--- src/rtl/viterbi_pkg.sv ---
// Shared constants, state type and branch-symbol helper for the K=3 rate-1/2 codec.
package viterbi_pkg;

   localparam int unsigned K       = 3;
   localparam logic [K-1:0] G0     = 3'b111;
   localparam logic [K-1:0] G1     = 3'b101;
   localparam int unsigned NSTATES = 4;

   typedef logic [1:0] state_t;

   // Code symbol {g0, g1} emitted when bit b enters a shift register holding state s={s1,s0}.
   function automatic logic [1:0] branch_sym(state_t s, logic b);
      logic [K-1:0] taps;
      taps = {b, s};
      return {^(taps & G0), ^(taps & G1)};
   endfunction

endpackage

--- src/rtl/conv_encoder_k3.sv ---
// Rate-1/2 K=3 convolutional encoder, one symbol per accepted bit, 1-cycle latency.
module conv_encoder_k3
   import viterbi_pkg::*;
(
   input  logic       clk,
   input  logic       rst,
   input  logic       enable_i,
   input  logic       d_i,
   output logic       valid_o,
   output logic [1:0] d_o
);

   state_t     state_q, state_d;
   logic [1:0] sym_q, sym_d;
   logic       valid_q, valid_d;

   always_comb begin
      state_d = state_q;
      sym_d   = sym_q;
      valid_d = 1'b0;
      if (enable_i) begin
         sym_d   = branch_sym(state_q, d_i);
         state_d = {d_i, state_q[1]};
         valid_d = 1'b1;
      end
   end

   always_ff @(posedge clk or negedge rst) begin
      if (!rst) begin
         state_q <= '0;
         sym_q   <= '0;
         valid_q <= 1'b0;
      end else begin
         state_q <= state_d;
         sym_q   <= sym_d;
         valid_q <= valid_d;
      end
   end

   assign valid_o = valid_q;
   assign d_o     = sym_q;

endmodule

--- src/rtl/viterbi_codec_k3.sv ---
// K=3 codec: encoder sub-module plus hard-decision register-exchange Viterbi decoder.
// Optional VITERBI_ERRCNT_EN adds dec_err_cnt_o, a saturating sum of per-symbol best-path metric increments.
module viterbi_codec_k3
   import viterbi_pkg::*;
#(
   parameter int unsigned TB_LEN = 16,
   parameter int unsigned PM_W   = 6
) (
   input  logic        clk,
   input  logic        rst,
   input  logic        enc_enable_i,
   input  logic        enc_d_i,
   output logic        enc_valid_o,
   output logic [1:0]  enc_d_o,
   input  logic        dec_enable_i,
   input  logic [1:0]  dec_d_i,
   output logic        dec_d_o,
`ifdef VITERBI_ERRCNT_EN
   output logic [15:0] dec_err_cnt_o,
`endif
   output logic        dec_valid_o
);

   localparam int unsigned CNT_W = $clog2(TB_LEN + 1);
   localparam logic [PM_W-1:0] PM_MAX = '1;

   conv_encoder_k3 u_enc (
      .clk      (clk),
      .rst      (rst),
      .enable_i (enc_enable_i),
      .d_i      (enc_d_i),
      .valid_o  (enc_valid_o),
      .d_o      (enc_d_o)
   );

   function automatic logic [1:0] hamming2(logic [1:0] a, logic [1:0] b);
      logic [1:0] x;
      x = a ^ b;
      return {x[1] & x[0], x[1] ^ x[0]};
   endfunction

   function automatic logic [PM_W-1:0] sat_add(logic [PM_W-1:0] a, logic [1:0] bm);
      logic [PM_W:0] s;
      s = {1'b0, a} + {{(PM_W-1){1'b0}}, bm};
      return s[PM_W] ? PM_MAX : s[PM_W-1:0];
   endfunction

   logic [PM_W-1:0]   pm_q   [NSTATES];
   logic [PM_W-1:0]   pm_d   [NSTATES];
   logic [PM_W-1:0]   new_pm [NSTATES];
   logic [TB_LEN-1:0] surv_q [NSTATES];
   logic [TB_LEN-1:0] surv_d [NSTATES];
   logic [TB_LEN-1:0] surv_n [NSTATES];
   logic [CNT_W-1:0]  fill_q, fill_d;
   logic              dec_d_q, dec_d_d;
   logic              dec_valid_q, dec_valid_d;
   logic [PM_W-1:0]   m;
   state_t            best;
   state_t            nsv, p0, p1;
   logic [PM_W-1:0]   c0, c1;

   // Add-compare-select over the four states, then pick the lowest-index best state.
   always_comb begin
      m    = PM_MAX;
      best = '0;
      nsv  = '0;
      p0   = '0;
      p1   = '0;
      c0   = '0;
      c1   = '0;
      for (int unsigned ns = 0; ns < NSTATES; ns++) begin
         nsv = state_t'(ns);
         p0  = {nsv[0], 1'b0};
         p1  = {nsv[0], 1'b1};
         c0  = sat_add(pm_q[p0], hamming2(dec_d_i, branch_sym(p0, nsv[1])));
         c1  = sat_add(pm_q[p1], hamming2(dec_d_i, branch_sym(p1, nsv[1])));
         if (c1 < c0) begin
            new_pm[ns] = c1;
            surv_n[ns] = {surv_q[p1][TB_LEN-2:0], nsv[1]};
         end else begin
            new_pm[ns] = c0;
            surv_n[ns] = {surv_q[p0][TB_LEN-2:0], nsv[1]};
         end
      end
      for (int unsigned ns = 0; ns < NSTATES; ns++) begin
         if (new_pm[ns] < m) begin
            m    = new_pm[ns];
            best = state_t'(ns);
         end
      end
   end

   always_comb begin
      pm_d        = pm_q;
      surv_d      = surv_q;
      fill_d      = fill_q;
      dec_d_d     = dec_d_q;
      dec_valid_d = dec_valid_q;
      if (dec_enable_i) begin
         for (int unsigned ns = 0; ns < NSTATES; ns++) begin
            pm_d[ns] = new_pm[ns] - m;
         end
         surv_d  = surv_n;
         dec_d_d = surv_n[best][TB_LEN-1];
         if (fill_q != CNT_W'(TB_LEN)) begin
            fill_d = fill_q + CNT_W'(1);
         end
         if (fill_d == CNT_W'(TB_LEN)) begin
            dec_valid_d = 1'b1;
         end
      end
   end

   always_ff @(posedge clk or negedge rst) begin
      if (!rst) begin
         for (int unsigned s = 0; s < NSTATES; s++) begin
            pm_q[s]   <= (s == 0) ? '0 : PM_MAX;
            surv_q[s] <= '0;
         end
         fill_q      <= '0;
         dec_d_q     <= 1'b0;
         dec_valid_q <= 1'b0;
      end else begin
         pm_q        <= pm_d;
         surv_q      <= surv_d;
         fill_q      <= fill_d;
         dec_d_q     <= dec_d_d;
         dec_valid_q <= dec_valid_d;
      end
   end

   assign dec_d_o     = dec_d_q;
   assign dec_valid_o = dec_valid_q;

`ifdef VITERBI_ERRCNT_EN
   logic [15:0] err_cnt_q, err_cnt_d;
   logic [16:0] err_sum;

   always_comb begin
      err_sum   = {1'b0, err_cnt_q} + 17'(m);
      err_cnt_d = err_cnt_q;
      if (dec_enable_i) begin
         err_cnt_d = err_sum[16] ? 16'hFFFF : err_sum[15:0];
      end
   end

   always_ff @(posedge clk or negedge rst) begin
      if (!rst) begin
         err_cnt_q <= '0;
      end else begin
         err_cnt_q <= err_cnt_d;
      end
   end

   assign dec_err_cnt_o = err_cnt_q;
`endif

endmodule

--- config.mk ---
export PLATFORM = sky130hd
export DESIGN_NAME = viterbi_codec_k3
export DESIGN_NICKNAME = d
export VERILOG_FILES = /design/src/rtl/viterbi_pkg.sv /design/src/rtl/conv_encoder_k3.sv /design/src/rtl/viterbi_codec_k3.sv
export SDC_FILE = /design/constraint.sdc
export NUM_CORES = 1
export LEC_CHECK = 0
export BUFFER_PORTS_ARGS = -buffer_cell sky130_fd_sc_hd__buf_2
export CORE_MARGIN = 1.5
export CORE_UTILIZATION = 40
export CTS_BUF_LIST = sky130_fd_sc_hd__clkbuf_4 sky130_fd_sc_hd__clkbuf_8 sky130_fd_sc_hd__clkbuf_16
export CTS_CLUSTER_DIAMETER = 30
export CTS_CLUSTER_SIZE = 25
export DETAILED_ROUTE_END_ITERATION = 6
export GPL_TIMING_DRIVEN = 0
export PLACE_DENSITY = 0.57
export SYNTH_ARGS = -nofsm -noshare
export SYNTH_HDL_FRONTEND = slang
export SYNTH_SLANG_ARGS = --single-unit
--- constraint.sdc ---
create_clock -name clk -period 10.2 [get_ports clk]
set_input_delay 1.53 -clock clk [delete_from_list [all_inputs] [get_ports clk]]
set_output_delay 1.53 -clock clk [all_outputs]
set_load 0.03 [all_outputs]
==> metrics.md <==
| Metric | Value |
|---|---|
| Nets | `1099` |
| Ys Warns | `0` |
| Syn avg cell area | `8.652 um2` |
| Dpl cell area | `approximately 8500 um2` |
| Area of the multi-input gates | `6007 um2` |
| Worst-path clk slew | `around 70 ps` |
| Max Freq | `98.32 MHz` |
| Pin slew with the least headroom to its limit | `roughly 940 ps` |
| Finished Cell Area | `roughly 10000 um2` |
| GRT overflow | `0` |
| Via count of the first global-routing pass | `approximately 6800` |
| Worst path slowest cell | `or3b_4` |
| Hpwl dp | `around 16000 um` |
| Sequential area share after synthesis | `about 29%` |
| Via density | `roughly 5.5` |
| Synth Register Bits | `91` |
| IO buf count | `10` |
| N_diodes | `0` |
| CTS max path bufs | `2` |
| Largest net degree at the start of global routing | `between 50 and 60` |
| Total of max-cap violations | `0` |
| Worst endpoint required time | `around 10000 ps` |
| Initial core utilization | `40.98%` |
| Drt initial violations | `460` |
| Minimum clock period | `10170 ps` |
| Via Count | `slightly above 7000` |
| Most common library cell in the layout ignoring fill and taps | `nor2_1` |
| Slew HR | `36.90%` |
| Most frequent cells in the layout | `nor2_1 (90), a21oi_1 (77), dfrtp_1 (73)` |
| RSZ-0062 raised after global routing | `yes` |
| Pre-antenna DRT Iters | `5` |
| Die outline height | `144.7 um` |
| Final setup fails | `0` |
| Clock Sink Count | `between 90 and 100` |
| Initial antenna violation count | `0` |
| Sequential cell area | `roughly 2300 um2` |
| IO Pins | `12` |
| Startpoint types | `input port` |
| Final hold violation count | `0` |
| Worst Path Buf+Inv | `8` |
| H-tree Lvls | `3` |
| Post-Synthesis Cells | `between 900 and 1000` |
| Placer Congestion | `between 0.8 and 0.9` |
| Critical path's top delay family | `compound AO/OA/AOI/OAI gates` |
| Post-synth top area share | `22.75%` |
| Full die area | `~21000 um2` |
| Synth Flop Type | `dfrtp_1` |
| Slowest Stage Delay on Critical Path | `around 420 ps` |
| ANT nets after route | `0` |
| Worst Hold Launch | `dec_valid_o` |
| EDFF count, synth | `0` |
| Status | `complete, no violations` |
| RR Startpoint | `pm_q[13]` |
| Post-route clock period utilization | `between 90% and 100%` |
| Hold crit path type | `reg2reg` |
| First-pass GRT wire length | `approximately 36000 um` |
| Clock skew | `14.61 ps` |
| CP arrival | `roughly 10000 ps` |
| Synth area leaders | `dfrtp_1 (23%), ha_1 (11%), mux2i_1 (9.1%)` |
| TritonCTS Buffers | `9` |
| Synth unique cells | `between 90 and 100` |
| Fraction of layout cells with a size suffix above 1 | `between 20% and 30%` |
| Avg WL per Cell | `17.95 um` |
| Source of the critical timing path | `dec_d_i[0]` |
| FFs w/ async S/R, synth | `100.0%` |
| Clock Latency Late Sink | `about 360 ps` |
| Area leader, netlist | `dfrtp_1` |
| Critical path class | `in2reg` |
| Drt drc | `0` |
| Netlist Area Pre-Place | `around 8000 um2` |
| Die X | `between 100 and 150 um` |
| Area growth syn-to-layout | `26.29%` |
| # fillers | `1845` |
| Critical Path End Type | `flop` |
| Core Area | `just under 20000 um2` |
| CTS root buf | `clkbuf_16` |
| Final Max Slew Viols | `0` |
| Tot GR Track Use | `~23%` |
| Row cnt | `51` |
| Critical path peak fanout | `5` |
| Syn nets | `~1000` |
| CTS tree | `built` |
| Total wire length | `23120 um` |
==> cells in the mapped netlist (all sizes together), types with 7 or more instances <==
library cell and count:
nor2 101, a21oi 88, mux2i 77, dfrtp 73, nand2 70, ha 69
inv 58, o21ai 58, clkbuf 28, nand3 27, xnor2 26, buf 21
dfstp 18, a31oi 16, mux2 14, xor2 13, a21o 11, o21a 11
nand4 9, nor3 8, nor3b 8, a211oi 7, nand2b 7
==> registers in the layout, summed over array words and instances (netlist names) <==
signal         flops
pm_q              24
u_enc.valid_o      1
surv_q            55
dec_valid_o        1
fill_q             5
u_enc.d_o          2
u_enc.state_q      2
dec_d_o            1
==> timing repair <==
action | in CTS | in global routing
buffers inserted | 43 | 27
hold buffers | 0 | 0
resized for setup | 105 | 67
setup endpoints to repair | 25 | 18
pin swaps | 38 | 56
==> stage by stage <==
stage | setup TNS, ps | hold slack (ps) | util, % | setup slack, ps | std cells
after floorplan | 0 | 439.4 | - | 11.25 | 928
after global placement | -27030 | 466.8 | 43.27 | -1663 | 1203
after detailed placement | -27410 | 461.7 | 43.42 | -1681 | 1204
after CTS | 0 | 479.8 | 49.19 | 3.254 | 1262
after global routing | -1760 | 496.8 | 51.76 | -339.9 | 1288
final | 0 | 468.7 | 51.76 | 28.83 | 1288
==> cell type report <==
| class | instances | area share [%] |
|---|---|---|
| Timing Repair Buffer | 81 | 6.367 |
| Clock inverter | 7 | 0.8514 |
| Buffer | 47 | 3.060 |
| Sequential cell | 91 | 22.68 |
| Multi-Input combinational cell | 729 | 59.24 |
| Clock buffer | 9 | 2.221 |
| Inverter | 59 | 2.308 |
| Tap cell | 265 | 3.270 |
==> cells by family (layout without fill, tap and decap cells) <==
kind of cell	Yosys count	in the layout	share of synthesized area, %
buffers and inverters	108	203	5.906
adder cells (fa/ha/maj)	77	77	12.40
multiplexers	91	91	11.97
XOR/XNOR	39	39	4.441
AND/OR/NAND/NOR	274	274	16.30
AO/OA/AOI/OAI	248	248	20.34
flip-flops	91	91	28.64
==> final timing paths <==
path,slack (ps),endpoint,cells past startpoint
max,30,pm_q[9],51
min,470,dec_valid_o,1
max reg2reg,1140,pm_q[9],46
min reg2reg,470,dec_valid_o,1
max in group asynchronous,8350,pm_q[8],2
min in group asynchronous,1120,surv_q[55],1
==> layer usage <==
layer	up-vias	routed length, um	track usage (%)
li1	3509	-	-
met1	3485	10680	30.08
met2	129	11360	39.36
met3	22	731	2.731
met4	0	337	5.369
met5	-	0	0
Power is not shown: default switching activity piles up to over one toggle a cycle in this logic, so the estimate is an artifact.
